$ cat config.mk
export PLATFORM = sky130hd
export DESIGN_NAME = address_creator
export DESIGN_NICKNAME = d
export VERILOG_FILES = /design/src/rtl/address_creator.sv
export SDC_FILE = /design/constraint.sdc
export NUM_CORES = 1
export LEC_CHECK = 0
export BUFFER_PORTS_ARGS = -buffer_cell sky130_fd_sc_hd__buf_4
export CORE_MARGIN = 3
export CORE_UTILIZATION = 30
export CTS_CLUSTER_SIZE = 24
export DETAILED_ROUTE_END_ITERATION = 10
export PLACE_DENSITY_LB_ADDON = 0.1
export SLEW_MARGIN = 0
export SYNTH_ARGS = -nofsm -noshare
export SYNTH_HDL_FRONTEND = slang
export SYNTH_SLANG_ARGS = --single-unit
$ cat constraint.sdc
create_clock -name clock -period 3.6 [get_ports clock]
set_input_delay 0.36 -clock clock [delete_from_list [all_inputs] [get_ports clock]]
set_output_delay 0.36 -clock clock [all_outputs]
set_load 0.02 [all_outputs]
$ cat src/rtl/address_creator.sv
// Purpose : steps a registered address by STEP on each rising edge of the asynchronous done input, wrapping inside [START_ADDR, END_ADDR].
// Latency : done first sampled high at edge k -> address updates after edge k+SYNC_STAGES; wrap pulses in that same cycle.
// Backpressure: none; done pulses shorter than 2 clocks high or 2 clocks low may be lost, which is harmless.
module address_creator #(
    parameter int unsigned           ADDR_WIDTH  = 16,
    parameter logic [ADDR_WIDTH-1:0] START_ADDR  = '0,
    parameter logic [ADDR_WIDTH-1:0] END_ADDR    = '1,   // inclusive, must be >= START_ADDR
    parameter logic [ADDR_WIDTH-1:0] STEP        = 1,    // must be >= 1
    parameter int unsigned           SYNC_STAGES = 2     // must be >= 2
) (
    input  logic                  clock,
    input  logic                  reset,   // synchronous, active-low
    input  logic                  done,    // asynchronous level from upstream
    output logic [ADDR_WIDTH-1:0] address,
    output logic                  wrap
);

    // Synchroniser chain; bit 0 is the metastability-catching flop, the MSB is done_s.
    logic [SYNC_STAGES-1:0] sync_r;
    // done_s delayed by one clock, for rising-edge detection.
    logic                   done_q;
    logic                   done_s;
    logic                   rise;

    // One bit wider than the address so address + STEP can never silently overflow.
    logic [ADDR_WIDTH:0]    next_addr;
    logic                   past_end;

    assign done_s    = sync_r[SYNC_STAGES-1];
    assign rise      = done_s & ~done_q;
    assign next_addr = {1'b0, address} + {1'b0, STEP};
    assign past_end  = (next_addr > {1'b0, END_ADDR});

    // Synchronise done and keep a one-cycle history; reset flushes any edge in flight.
    always_ff @(posedge clock) begin
        if (!reset) begin
            sync_r <= '0;
            done_q <= 1'b0;
        end else begin
            sync_r <= {sync_r[SYNC_STAGES-2:0], done};
            done_q <= done_s;
        end
    end

    // Advance the address once per synchronised done rise, wrapping past END_ADDR.
    always_ff @(posedge clock) begin
        if (!reset) begin
            address <= START_ADDR;
            wrap    <= 1'b0;
        end else if (rise) begin
            if (past_end) begin
                address <= START_ADDR;
                wrap    <= 1'b1;
            end else begin
                address <= next_addr[ADDR_WIDTH-1:0];
                wrap    <= 1'b0;
            end
        end else begin
            wrap    <= 1'b0;
        end
    end

endmodule

# --- Yosys cells after proc, flatten, opt, wreduce, memory -nomap -nowiden ---
# Index checks and enable logic that the tools add are counted.
word_totals:
  reg_bits: 20
  latch_bits: 0
  ram_bits: 0
  romBits: 0
  inputBits: 3
  output_inout_bits: 17
  wordCells: 11
  mem_count: 0
classes:
  n_addsub: 1
  multipliers: 0
  n_div: 0
  magnitude_cmp: 1
  eq_ne: 0
  n_shift: 0
  muxes: 2
  bitwise: 2
  n_reduce_logical: 1
op_table:
  columns: ["cell", "n"]
  rows:
  - ["adder 16 x 1 -> 17 bit (second input constant)", 1]
  - ["> comparator 17 x 16 -> 1 bit (second input constant)", 1]
  - ["2-to-1 mux 16 bit", 1]
  - ["AND reduction 2 bit", 1]
  - ["AND 1 bit", 1]
  - ["2-to-1 mux 1 bit", 1]
  - ["inverter 1 bit", 1]

# --- Longest topological paths before layout ---
# Gate-level depths: netlist of the first run.
depth:
  word_depth: 3
  mapped_depth: 11

# --- Worst setup path before layout of the first run ---
# No wires, ideal clock.
synth_timing:
  kind: "reg-to-reg"
  start: "reg address[0]"
  end: "reg address[1]"
  setup_time_ns: 0.083
  t_arrival_ns: 2.160
  path_slack_ns: 1.356
  stages_incl_launch_ff: 12
  cell_sequence: "dfxtp_1 -> ha_1 -> and3_1 -> buf_2 -> and3_1 -> buf_4 -> nor2_1 -> and4b_1 -> buf_6 -> or2_1 -> buf_6 -> o31ai_4"
synth_between:
  elab_chain_len: 3
synth_lines:
  columns: ["element", "line", "source"]
  rows:
  - ["start: declaration", "14", "output logic [ADDR_WIDTH-1:0] address,"]
  - ["start signal: assignment", "55", "address <= next_addr[ADDR_WIDTH-1:0];"]
  - ["adder 16 x 1 -> 17 bit (*)", "31", "assign next_addr = {1'b0, address} + {1'b0, STEP};"]
  - ["> comparator 17 x 16 -> 1 bit", "32", "assign past_end = (next_addr > {1'b0, END_ADDR});"]
  - ["2-to-1 mux 16 bit (*)", "51", "if (past_end) begin"]
# Mark *: on every way between the ends. The rest lies on a longest branch, timed or not.
# A chain may end at the register's enable or synchronous reset.

# --- Final worst setup path of the first run ---
layout_timing:
  start: "reg address[0]"
  end: "reg address[9]"
# Same word-level chain as after synthesis.

==> results of run 1 <==
## registers in the layout (all words and copies together) (netlist names)
name and cells:
wrap 1, address 16, sync_r 2, done_q 1
## area by class of cell
cell class / instances / area share (%)
tap: 46 / 4.39
sequential: 20 / 30.5
multi-input combinational: 110 / 50.2
clock buffer: 3 / 3.15
inverter: 3 / 0.859
timing repair buffer: 19 / 10.9
## worst max-delay path by stage
stage	start	endpoint	cells past startpoint
finish	address[0]	address[9]	8
global route	address[0]	address[9]	8
CTS	address[0]	address[9]	8
detailed placement	address[0]	address[14]	8
global placement	address[0]	address[9]	8
floorplan	address[0]	address[1]	11
## power by group through the flow
stage          combinational (mW)  clock [mW]  sequential, mW
2_1_floorplan              0.0156           0           0.231
3_3_place_gp               0.0225           0           0.230
3_5_place_dp               0.0228           0           0.230
4_1_cts                    0.0227       0.154           0.225
5_1_grt                    0.0253       0.162           0.226
6_report                   0.0226       0.147           0.225
## Yosys cell counts
cell	instances
a22o_1	5
nor2_1	5
a21oi_1	10
and4_1	2
o31ai_4	1
nor3_1	10
buf_6	2
o32ai_1	1
or3_1	1
o31ai_1	4
mux2_2	1
nand2b_1	1
nand3_1	5
clkbuf_1	5
o41a_1	1
and4b_1	1
nor3_2	1
or2_1	1
and3_1	3
ha_1	2
o21ai_0	3
nand2_1	21
a21boi_0	1
buf_2	1
a41o_1	1
o21ai_1	8
nor2b_1	3
buf_4	2
inv_1	3
dfxtp_1	20
and2_1	7
nor4_1	1
and3b_1	1
a31oi_1	1
xor2_1	1
nand4_1	7
## worst max-delay path, stage by stage, from the launching register on
cell and delay, ns:
dfxtp_1 0.47, inv_1 0.08, ha_1 0.35, nor3_1 0.26, nand4_1 0.13, a21oi_1 0.20
and4b_1 0.39, or2_1 0.45, o21ai_1 0.13
## metrics by stage
step                setup WS [ns]  std cells
finish                       1.02        201
global route                0.798        201
CTS                          1.03        201
detailed placement           1.06        198
global placement             1.11        198
floorplan                    1.36        143
## cell families after synthesis
family	synth area share [%]
AO/OA/AOI/OAI	21.6
XOR/XNOR	0.774
adder cells (fa/ha/maj)	2.21
buffers and inverters	6.42
flip-flops	35.4
multiplexers	0.996
AND/OR/NAND/NOR	32.6
## metal layers
metal | vias to the layer above | global-route usage (%)
li1 | 549 | -
met1 | 472 | 19.4
met2 | 24 | 21.2
met3 | 7 | 2.83
met4 | 0 | 6.84
met5 | - | 0
==> results_tabular.tex, run 1 <==
\begin{tabular}{lr}
\hline
Metric & Value \\
\hline
\multicolumn{2}{l}{\textbf{Setup path}} \\
\quad WP data required & 3.73 ns \\
\quad Type of the setup path with the least slack & flip-flop to flip-flop \\
\quad Arrival time of the worst setup path & 2.72 ns \\
\quad Startpoint kind of the worst setup timing path & flip-flop \\
\quad Setup slack, reg-to-reg & 1.02 ns \\
\quad Setup crit end kind & flip-flop \\
\quad Reg-to-Reg Start & address[0] \\
\quad Worst-path fanout max & 9 \\
\quad Cell count of the worst reg-to-reg path & 8 \\
\quad End of the worst register-to-register path & address[9] \\
\multicolumn{2}{l}{\textbf{Timing}} \\
\quad Relative max-transition margin & 68.7\% \\
\quad Final setup vio count & 0 \\
\quad Sum Neg Setup Slack & 0 ns \\
\quad Worst Tran Pin Value & 0.469 ns \\
\quad Final hold slack & between 0.3 and 0.4 ns \\
\quad Clock tree skew after final layout & 0.00108 ns \\
\quad Final critical-path share of the clock period & between 70 and 80\% \\
\quad Endpoints failing hold & 0 \\
\quad Unrepaired setup endpoints after global routing & no \\
\quad Maximum clock rate & 387 MHz \\
\quad Final min period & 2.58 ns \\
\quad Fin. max-slew vios & 0 \\
\multicolumn{2}{l}{\textbf{Synthesis}} \\
\quad Average footprint of a synthesized cell & 7.91 um\^{}2 \\
\quad Distinct cell type count after synthesis & 36 \\
\quad Flip-flop and latch count after synthesis & 20 \\
\quad Largest area contributor in the netlist & dfxtp\_1 \\
\quad Yosys synthesis warning count & 0 \\
\quad Sequential cell area fraction in the yosys report & 35.4\% \\
\quad Most area-consuming cells after synthesis & dfxtp\_1 35\%, nand2\_1 7.0\%, a21oi\_1 4.4\% \\
\quad Summed instance area of the synthesized netlist & 1130 um\^{}2 \\
\quad Synth top area share & between 30\% and 40\% \\
\quad Total nets after synthesis & approximately 150 \\
\quad Gate count after technology mapping & 143 \\
\multicolumn{2}{l}{\textbf{Die}} \\
\quad Die Span X & between 60 and 70 um \\
\quad Starting density of the core & 32.4\% \\
\quad Std-Cell Rows & 21 \\
\quad Ports & 20 \\
\quad Die span in y & 67.4 um \\
\quad Die area & 4540 um\^{}2 \\
\quad Area of the placeable core & 3490 um\^{}2 \\
\multicolumn{2}{l}{\textbf{Clocking}} \\
\quad Number of setup buffers added after CTS & 0 \\
\quad Number of buffers on the longest clock path & 2 \\
\quad TritonCTS clock tree & done \\
\quad Post-CTS sizing & 0 \\
\quad CTS sink count & 20 \\
\quad CTS H-tree depth & 1 \\
\quad Clock transition at the register clock pins on the worst setup and hold paths after CTS & about 0.070 ns \\
\quad Clock root buffer & clkbuf\_8 \\
\quad Total clock buffers created by CTS & 3 \\
\quad Clk Latency, worst-skew pair & approximately 0.26 ns \\
\quad Post-cts hold buffer count & 0 \\
\multicolumn{2}{l}{\textbf{GRT}} \\
\quad Antenna violations before repair & 0 \\
\quad Overall Global Routing Usage & around 14\% \\
\quad Leftover overflow at the end of global routing & 0 \\
\quad Via count of the first global-routing pass & 1014 \\
\quad Maximum number of pins on one net before global-route repair & 11 \\
\quad First-pass GRT wire length & 4.84 mm \\
\multicolumn{2}{l}{\textbf{Run}} \\
\quad Max capacitance violation total & 0 \\
\multicolumn{2}{l}{\textbf{Drt}} \\
\quad Drt wl/cell & 13.9 um \\
\quad DRT Pass-1 Iters & 4 \\
\quad Final ANT Viol Nets & 0 \\
\quad Wire length on met1 & approximately 1.4 mm \\
\quad Top metal layer carrying routed signals & met4 \\
\quad Routed vias/inst & 5.23 \\
\quad Post-route DRC & 0 \\
\quad Vias post-DR & 1052 \\
\quad Length of routed met2 wiring & 1.22 mm \\
\quad Number of DRC markers in iteration 0 & 63 \\
\quad Met3 wire len & 138 um \\
\quad Drt total wl & 2.80 mm \\
\multicolumn{2}{l}{\textbf{Power and ir drop}} \\
\quad Leak & 0.498 nW \\
\quad Sequential share of power & a little under three fifths \\
\quad Clock network fraction of total power & 37.3\% \\
\quad Net switching power figure & 0.0900 mW \\
\quad Design internal power & 0.305 mW \\
\quad Worst voltage drop across the vdd grid & 121 uV \\
\quad Net Sw Frac & a little under a quarter \\
\quad Part of the total power dissipated in combinational logic & 5.7\% \\
\quad Total design power & 0.395 mW \\
\quad Cell Pwr Density & between 300 and 400 nW/um\^{}2 \\
\multicolumn{2}{l}{\textbf{Worst hold path}} \\
\quad Endpoint of the worst hold-timing path & sync\_r[0] \\
\quad Number of cells on the worst hold path & 2 \\
\quad Path class of the lowest-slack min-delay path & input pin to flip-flop \\
\quad Min-delay src & done \\
\multicolumn{2}{l}{\textbf{Layout}} \\
\quad Layout filler cell count & between 300 and 400 \\
\quad Synth-to-Final Area Change & 15.9\% \\
\quad Top library cells by usage in the layout, fill and taps aside & 21 x nand2\_1, 20 x dfxtp\_1, 19 x buf\_4 \\
\quad Final design utilization & 37.5\% \\
\quad Ratio of cells with drive above 1 in the final layout & 16.1\% \\
\quad Area occupied by registers & about 400 um\^{}2 \\
\quad Most common cell after layout, fill and taps aside & nand2\_1 \\
\quad Area of the multi-input gates & 658 um\^{}2 \\
\quad Antenna diodes & 0 \\
\quad Final instance area & 1310 um\^{}2 \\
\quad Number of nets in the layout & 162 \\
\multicolumn{2}{l}{\textbf{Placed design}} \\
\quad Placed inst area & 1270 um\^{}2 \\
\quad Final estimated routing congestion in global placement & between 0.8 and 0.9 \\
\quad Port Buffers & 19 \\
\quad Sum of net half-perimeters after detailed placement & 2.00 mm \\
\multicolumn{2}{l}{\textbf{Outcome}} \\
\quad Outcome & complete, no violations \\
\hline
\end{tabular}
Note: power is estimated with default switching activity, not from simulation.
==> run 2: changes to the inputs <==
==> constraint.sdc (replaced) <==
create_clock -name clock -period 2.2 [get_ports clock]
set_input_delay 0.22 -clock clock [delete_from_list [all_inputs] [get_ports clock]]
set_output_delay 0.22 -clock clock [all_outputs]
set_load 0.02 [all_outputs]
==> run 2 against run 1 <==
  * Combinational power is 92% higher
  * Cell area up 12%
  * Global-route usage increased by 0.69 points
  * Non-clock buffer count rose by 17
  * Maximum frequency is 24% higher
  * Sequential cell count is the same
  * Clock skew rose by 0.00057 ns
  * Sequential share of layout area is 2.7 points lower
  * Total power grew 65%
  * Wire length is 7.0% higher
  * Die area unchanged
  * Core utilization is 4.3 points higher
==> results_tabular.tex, run 2 (synthesis gave the netlist of run 1 again) <==
\begin{tabular}{lr}
\hline
Metric & Value \\
\hline
\multicolumn{2}{l}{\textbf{Timing}} \\
\quad Fin. max-slew vios & 0 (unchanged) \\
\quad Sum Neg Setup Slack & 0 ns (unchanged) \\
\quad Final hold slack & 0.172 ns (-0.134 ns) \\
\quad Final min period & 2.08 ns (-0.505 ns) \\
\quad Clock tree skew after final layout & 0.00165 ns (+0.000569 ns) \\
\quad Worst Tran Pin Value & 0.398 ns (-0.0708 ns) \\
\quad Maximum clock rate & 481 MHz (+24\%) \\
\quad Unrepaired setup endpoints after global routing & no \\
\quad Final critical-path share of the clock period & 94.5\% (+23 points) \\
\quad Endpoints failing hold & 0 (unchanged) \\
\quad Relative max-transition margin & 73.4\% (+4.7 points) \\
\quad Final setup vio count & 0 (unchanged) \\
\multicolumn{2}{l}{\textbf{Drt}} \\
\quad Drt wl/cell & 13.7 um (-1.3\%) \\
\quad Vias post-DR & 1125 (+6.9\%) \\
\quad Post-route DRC & 0 (unchanged) \\
\quad Drt total wl & 2.99 mm (+7.0\%) \\
\quad Routed vias/inst & 5.16 (-1.4\%) \\
\quad DRT Pass-1 Iters & 4 (unchanged) \\
\quad Final ANT Viol Nets & 0 (unchanged) \\
\quad Number of DRC markers in iteration 0 & 58 (-7.9\%) \\
\multicolumn{2}{l}{\textbf{Die}} \\
\quad Ports & 20 (unchanged) \\
\quad Std-Cell Rows & 21 (unchanged) \\
\quad Die area & 4540 um\^{}2 (unchanged) \\
\quad Area of the placeable core & 3490 um\^{}2 (unchanged) \\
\quad Die Span X & 67.4 um (unchanged) \\
\quad Starting density of the core & 32.4\% (unchanged) \\
\quad Die span in y & 67.4 um (unchanged) \\
\multicolumn{2}{l}{\textbf{Clocking}} \\
\quad TritonCTS clock tree & done \\
\quad Total clock buffers created by CTS & 3 (unchanged) \\
\quad Number of setup buffers added after CTS & 0 (unchanged) \\
\quad CTS H-tree depth & 1 (unchanged) \\
\quad Clock root buffer & clkbuf\_8 \\
\quad Number of buffers on the longest clock path & 2 (unchanged) \\
\quad Clock transition at the register clock pins on the worst setup and hold paths after CTS & 0.07 ns (about the same) \\
\quad CTS sink count & 20 (unchanged) \\
\quad Clk Latency, worst-skew pair & 0.25 ns (about the same) \\
\multicolumn{2}{l}{\textbf{GRT}} \\
\quad Overall Global Routing Usage & 14.9\% (+0.69 points) \\
\quad Leftover overflow at the end of global routing & 0 (unchanged) \\
\quad Maximum number of pins on one net before global-route repair & 11 (unchanged) \\
\quad Antenna violations before repair & 0 (unchanged) \\
\quad First-pass GRT wire length & 5.06 mm (+4.4\%) \\
\quad Via count of the first global-routing pass & 1090 (+7.5\%) \\
\multicolumn{2}{l}{\textbf{Setup path}} \\
\quad Type of the setup path with the least slack & flip-flop to flip-flop \\
\quad WP data required & 2.35 ns (-1.38 ns) \\
\quad Capturing element of the worst setup path & address[6] \\
\quad Arrival time of the worst setup path & 2.23 ns (-0.49 ns) \\
\quad Worst-path fanout max & 9 (unchanged) \\
\quad Launch point of the critical path & address[0] \\
\quad Reg-to-Reg Start & address[0] \\
\quad Setup crit end kind & flip-flop \\
\quad Cell count of the worst reg-to-reg path & 9 (+1) \\
\quad End of the worst register-to-register path & address[6] \\
\quad Startpoint kind of the worst setup timing path & flip-flop \\
\quad Setup slack, reg-to-reg & 0.12 ns (-0.90 ns) \\
\multicolumn{2}{l}{\textbf{Layout}} \\
\quad Synth-to-Final Area Change & 29.3\% \\
\quad Biggest register & address \\
\quad Layout filler cell count & 354 (-5.9\%) \\
\quad Top library cells by usage in the layout, fill and taps aside & 36 x buf\_4, 20 x nand2\_1, 17 x dfxtp\_1 \\
\quad Registers with the most flip-flops & address (16), sync\_r (2) \\
\quad Antenna diodes & 0 (unchanged) \\
\quad Most common cell after layout, fill and taps aside & buf\_4 \\
\quad Ratio of cells with drive above 1 in the final layout & 29.1\% (+13 points) \\
\quad Final instance area & 1460 um\^{}2 (+12\%) \\
\quad Number of flip-flops under the largest register name & 16 (unchanged) \\
\quad Number of nets in the layout & 179 (+10\%) \\
\quad Final design utilization & 41.9\% (+4.3 points) \\
\multicolumn{2}{l}{\textbf{Power and ir drop}} \\
\quad Cell Pwr Density & 445 nW/um\^{}2 (+48\%) \\
\quad Worst voltage drop across the vdd grid & 307 uV (+150\%) \\
\quad Leak & 0.594 nW (+19\%) \\
\multicolumn{2}{l}{\textbf{Placed design}} \\
\quad Sum of net half-perimeters after detailed placement & 2.30 mm (+15\%) \\
\quad Port Buffers & 19 (unchanged) \\
\quad Final estimated routing congestion in global placement & 0.907 (+2.3\%) \\
\quad Placed inst area & 1400 um\^{}2 (+10\%) \\
\multicolumn{2}{l}{\textbf{Run}} \\
\quad Max capacitance violation total & 0 (unchanged) \\
\multicolumn{2}{l}{\textbf{Outcome}} \\
\quad Outcome & complete, no violations \\
\multicolumn{2}{l}{\textbf{Worst hold path}} \\
\quad Path class of the lowest-slack min-delay path & input pin to flip-flop \\
\hline
\end{tabular}
[run 2: changes by cell type in the layout (fill, tap and decap cells not counted), sizes merged]
cell | previous run | this run
buf | 19 | 36
[run 2: final cells by class]
cell class | count | area (um^2) | share of cell area, %
clock buffers | 3 | 41.3 | 2.82
flip-flops and latches | 20 | 407 | 27.8
inverters | 3 | 11.3 | 0.770
repair buffers | 36 | 270 | 18.5
multi-input cells | 110 | 676 | 46.2
well taps | 46 | 57.6 | 3.93
[run 2: timing repair]
| action | 4_1_cts | 5_1_grt |
|---|---|---|
| pin swaps | 0 | 1 |
| setup endpoints to repair | 13 | 14 |
| cloned | 0 | 0 |
| resized for setup | 2 | 5 |
| hold buffers | 0 | 0 |
[run 2: report_power, final]
group	leakage [nW]	switching, mW	internal [mW]
sequential	0.163	0.00364	0.365
combinational	0.409	0.0260	0.0172
clock	0.0216	0.117	0.122
total	0.594	0.147	0.504
[run 2: worst min path at each step]
stage	end	slack, ns	from	cells past startpoint
global route	sync_r[0]	0.17	done	2
floorplan	sync_r[0]	0.35	done	1
CTS	sync_r[0]	0.17	done	2
global placement	sync_r[1]	0.42	sync_r[0]	1
finish	sync_r[0]	0.17	done	2
detailed placement	sync_r[1]	0.43	sync_r[0]	1
[run 2: critical path: stages (launching register included)]
cell and delay [ns]:
dfxtp_4 0.40, inv_1 0.05, ha_1 0.32, nor3_2 0.16, nand4_1 0.12, a21oi_1 0.16, and4b_2 0.34, or2_1 0.18
buf_4 0.16, o21ai_1 0.07
[run 2: per-layer routing]
layer / global-route usage (%) / vias to the layer above / part of all wire, %
met5: 0 / - / 0
met4: 3.04 / 0 / 0.50
met3: 3.49 / 2 / 5.2
met2: 24.3 / 30 / 46
met1: 20.0 / 510 / 48
li1: - / 583 / -
[run 2: through the flow]
step | cells | setup slack [ns] | power [mW]
floorplan | 143 | 0.0736 | 0.404
global placement | 215 | 0.0405 | 0.420
detailed placement | 215 | -0.0491 | 0.420
CTS | 218 | 0.0612 | 0.662
global route | 218 | 0.00462 | 0.676
finish | 218 | 0.121 | 0.651
==> run 3: changes to the inputs <==
--- a/config.mk
+++ b/config.mk
@@ -6,7 +6,7 @@
 export NUM_CORES = 1
 export LEC_CHECK = 0
 export BUFFER_PORTS_ARGS = -buffer_cell sky130_fd_sc_hd__buf_4
-export CORE_MARGIN = 3
+export CORE_ASPECT_RATIO = 1.4
 export CORE_UTILIZATION = 30
 export CTS_CLUSTER_SIZE = 24
 export DETAILED_ROUTE_END_ITERATION = 10
==> run 3 against run 2 <==
  * Sequential cell count is the same
  * Clock power grew 18%
  * Combinational power is essentially flat
  * Largest cell class unchanged
  * Die area shrank 11%
  * Clock-buffer cell count grew 1
  * Via count grew 0.80%
  * Worst hold slack lost 0.011 ns
  * Clock skew is essentially flat
==> results_tabular.tex, run 3 (synthesis gave the netlist of run 1 again) <==
\begin{tabular}{lr}
\hline
Metric & Value \\
\hline
\multicolumn{2}{l}{\textbf{Layout}} \\
\quad Antenna diodes & 0 (unchanged) \\
\quad Top library cells by usage in the layout, fill and taps aside & 33 x buf\_4, 21 x nand2\_1, 17 x dfxtp\_1 \\
\quad Most common cell after layout, fill and taps aside & buf\_4 \\
\quad Final design utilization & 40.1\% (-1.8 points) \\
\quad Area of the multi-input gates & 677 um\^{}2 (+0.19\%) \\
\quad Ratio of cells with drive above 1 in the final layout & 27.6\% (-1.4 points) \\
\quad Biggest register & address \\
\quad Area occupied by registers & 404 um\^{}2 (-0.62\%) \\
\quad Synth-to-Final Area Change & 28.0\% \\
\quad Layout filler cell count & 384 (+8.5\%) \\
\quad Number of nets in the layout & 176 (-1.7\%) \\
\quad Final instance area & 1450 um\^{}2 (-1.0\%) \\
\quad Registers with the most flip-flops & address (16), sync\_r (2) \\
\quad Number of flip-flops under the largest register name & 16 (unchanged) \\
\multicolumn{2}{l}{\textbf{Clocking}} \\
\quad Post-CTS sizing & 0 (-2) \\
\quad Clk Latency, worst-skew pair & 0.26 ns (about the same) \\
\quad Number of buffers on the longest clock path & 2 (unchanged) \\
\quad Clock transition at the register clock pins on the worst setup and hold paths after CTS & 0.07 ns (about the same) \\
\quad CTS sink count & 20 (unchanged) \\
\quad Total clock buffers created by CTS & 3 (unchanged) \\
\quad Number of setup buffers added after CTS & 0 (unchanged) \\
\quad CTS H-tree depth & 1 (unchanged) \\
\quad Post-cts hold buffer count & 0 (unchanged) \\
\quad Clock root buffer & clkbuf\_8 \\
\quad TritonCTS clock tree & done \\
\multicolumn{2}{l}{\textbf{GRT}} \\
\quad Leftover overflow at the end of global routing & 0 (unchanged) \\
\quad First-pass GRT wire length & 5.00 mm (-1.2\%) \\
\quad Maximum number of pins on one net before global-route repair & 12 (+1) \\
\quad Overall Global Routing Usage & 17.4\% (+2.5 points) \\
\quad Via count of the first global-routing pass & 1096 (+0.55\%) \\
\quad Antenna violations before repair & 0 (unchanged) \\
\multicolumn{2}{l}{\textbf{Drt}} \\
\quad Top metal layer carrying routed signals & met4 \\
\quad DRT Pass-1 Iters & 4 (unchanged) \\
\quad Drt total wl & 2.95 mm (-1.5\%) \\
\quad Number of DRC markers in iteration 0 & 28 (-52\%) \\
\quad Drt wl/cell & 13.9 um (+1.3\%) \\
\quad Met3 wire len & 94 um (-39\%) \\
\quad Length of routed met2 wiring & 1.49 mm (+7.8\%) \\
\quad Post-route DRC & 0 (unchanged) \\
\quad Wire length on met1 & 1.30 mm (-9.8\%) \\
\quad Final ANT Viol Nets & 0 (unchanged) \\
\quad Vias post-DR & 1134 (+0.80\%) \\
\quad Routed vias/inst & 5.35 (+3.7\%) \\
\multicolumn{2}{l}{\textbf{Setup path}} \\
\quad WP data required & 2.38 ns (+0.03 ns) \\
\quad Worst path slowest cell & dfxtp\_2 \\
\quad Cell count of the worst reg-to-reg path & 8 (-1) \\
\quad Startpoint kind of the worst setup timing path & flip-flop \\
\quad Type of the setup path with the least slack & flip-flop to flip-flop \\
\quad Arrival time of the worst setup path & 2.25 ns (+0.02 ns) \\
\quad Setup crit end kind & flip-flop \\
\quad Maximum cell stage delay along the critical path & 0.39 ns (about the same) \\
\quad Worst-path fanout max & 8 (-1) \\
\quad End of the worst register-to-register path & address[1] \\
\quad Reg-to-Reg Start & address[1] \\
\quad Launch point of the critical path & address[1] \\
\quad Chain of cells forming the critical path & ha\_1, and3\_4, and3\_1, nor2\_1, and4b\_2, or2\_1, buf\_4, o31ai\_4 \\
\quad Setup slack, reg-to-reg & 0.13 ns (about the same) \\
\multicolumn{2}{l}{\textbf{Worst hold path}} \\
\quad Path class of the lowest-slack min-delay path & input pin to flip-flop \\
\quad Min-delay src & done \\
\quad Endpoint of the worst hold-timing path & sync\_r[0] \\
\quad Number of cells on the worst hold path & 2 (unchanged) \\
\multicolumn{2}{l}{\textbf{Placed design}} \\
\quad Sum of net half-perimeters after detailed placement & 2.20 mm (-4.4\%) \\
\quad Placed inst area & 1370 um\^{}2 (-2.0\%) \\
\quad Final estimated routing congestion in global placement & 0.798 (-12\%) \\
\quad Pre-CTS setup slack & 0.0776 ns (+0.127 ns) \\
\quad Port Buffers & 19 (unchanged) \\
\multicolumn{2}{l}{\textbf{Timing}} \\
\quad Sum Neg Setup Slack & 0 ns (unchanged) \\
\quad Clock tree skew after final layout & 0.00192 ns (+0.000270 ns) \\
\quad Fin. max-slew vios & 0 (unchanged) \\
\quad Endpoints failing hold & 0 (unchanged) \\
\quad Final critical-path share of the clock period & 94.2\% (-0.34 points) \\
\quad Relative max-transition margin & 73.0\% (-0.44 points) \\
\quad Worst setup margin & 0.128 ns (+0.00742 ns) \\
\quad Worst Tran Pin Value & 0.404 ns (+0.00557 ns) \\
\quad Unrepaired setup endpoints after global routing & no \\
\quad Final setup vio count & 0 (unchanged) \\
\quad Final min period & 2.07 ns (-0.00742 ns) \\
\quad Maximum clock rate & 483 MHz (+0.36\%) \\
\multicolumn{2}{l}{\textbf{Outcome}} \\
\quad Outcome & complete, no violations \\
\multicolumn{2}{l}{\textbf{Power and ir drop}} \\
\quad Clock network fraction of total power & 40.7\% (+3.9 points) \\
\quad Net Sw Frac & 21.9\% (-0.70 points) \\
\quad Design internal power & 0.542 mW (+7.5\%) \\
\quad Cell Pwr Density & 479 nW/um\^{}2 (+7.7\%) \\
\quad Part of the total power dissipated in combinational logic & 6.3\% (-0.3 points) \\
\quad Net switching power figure & 0.152 mW (+3.3\%) \\
\quad Worst voltage drop across the vdd grid & 230 uV (-25\%) \\
\quad Sequential share of power & 53.0\% (-3.6 points) \\
\quad Leak & 0.582 nW (-2.0\%) \\
\multicolumn{2}{l}{\textbf{Run}} \\
\quad Max capacitance violation total & 0 (unchanged) \\
\multicolumn{2}{l}{\textbf{Die}} \\
\quad Area of the placeable core & 3610 um\^{}2 (+3.3\%) \\
\quad Die area & 4020 um\^{}2 (-11\%) \\
\quad Die Span X & 53.9 um (-20\%) \\
\quad Std-Cell Rows & 26 (+24\%) \\
\quad Starting density of the core & 31.3\% (-1.0 points) \\
\quad Die span in y & 74.7 um (+11\%) \\
\quad Ports & 20 (unchanged) \\
\hline
\end{tabular}
==> run 3: cell types whose count changed in the layout (fill, tap and decap cells not counted) <==
cell      change
buf_4         -3
and3_2        -1
and3_4        +1
clkbuf_8      +1
dfxtp_2       +1
dfxtp_4       -1
nand2_1       +1
nand2_2       -1
==> run 3: routing by layer <==
metal | vias up | track usage, %
met4 | 0 | 8.48
met1 | 524 | 20.8
met3 | 7 | 2.42
met2 | 25 | 29.6
li1 | 578 | -
met5 | - | 0
==> run 3: metrics by stage <==
step	std cells	hold slack, ns	total power, mW
2_1_floorplan	143	0.347	0.404
3_3_place_gp	208	0.423	0.420
3_5_place_dp	208	0.420	0.420
4_1_cts	212	0.153	0.708
5_1_grt	212	0.156	0.728
6_report	212	0.161	0.694
==> run 3: worst max-delay path by stage <==
stage,endpoint,slack [ns]
after global routing,address[1],0.01
after CTS,address[1],0.05
after floorplan,address[1],0.07
final,address[1],0.13
after global placement,address[0],0.08
after detailed placement,address[0],0.08
==> run 3: layout make-up <==
type | instances | area share [%]
clock buffers | 4 | 3.80
inverters | 3 | 0.778
multi-input cells | 110 | 46.8
flip-flops and latches | 20 | 27.9
well taps | 42 | 3.63
repair buffers | 33 | 17.1
==> run 3: critical path, delay by kind of cell (launching register included) <==
family | cells | cell delay (ns)
buf+inv | 1 | 0.16
simple gates | 5 | 1.06
compound gates | 1 | 0.15
flops | 1 | 0.39
fa+ha+maj | 1 | 0.24
==> run 3: power by group through the flow <==
stage | Clock [mW] | Combinational (mW) | Sequential [mW]
after CTS | 0.296 | 0.0434 | 0.368
final | 0.283 | 0.0435 | 0.368
after detailed placement | 0 | 0.0433 | 0.376
after global routing | 0.312 | 0.0484 | 0.368
after global placement | 0 | 0.0436 | 0.376
after floorplan | 0 | 0.0256 | 0.378
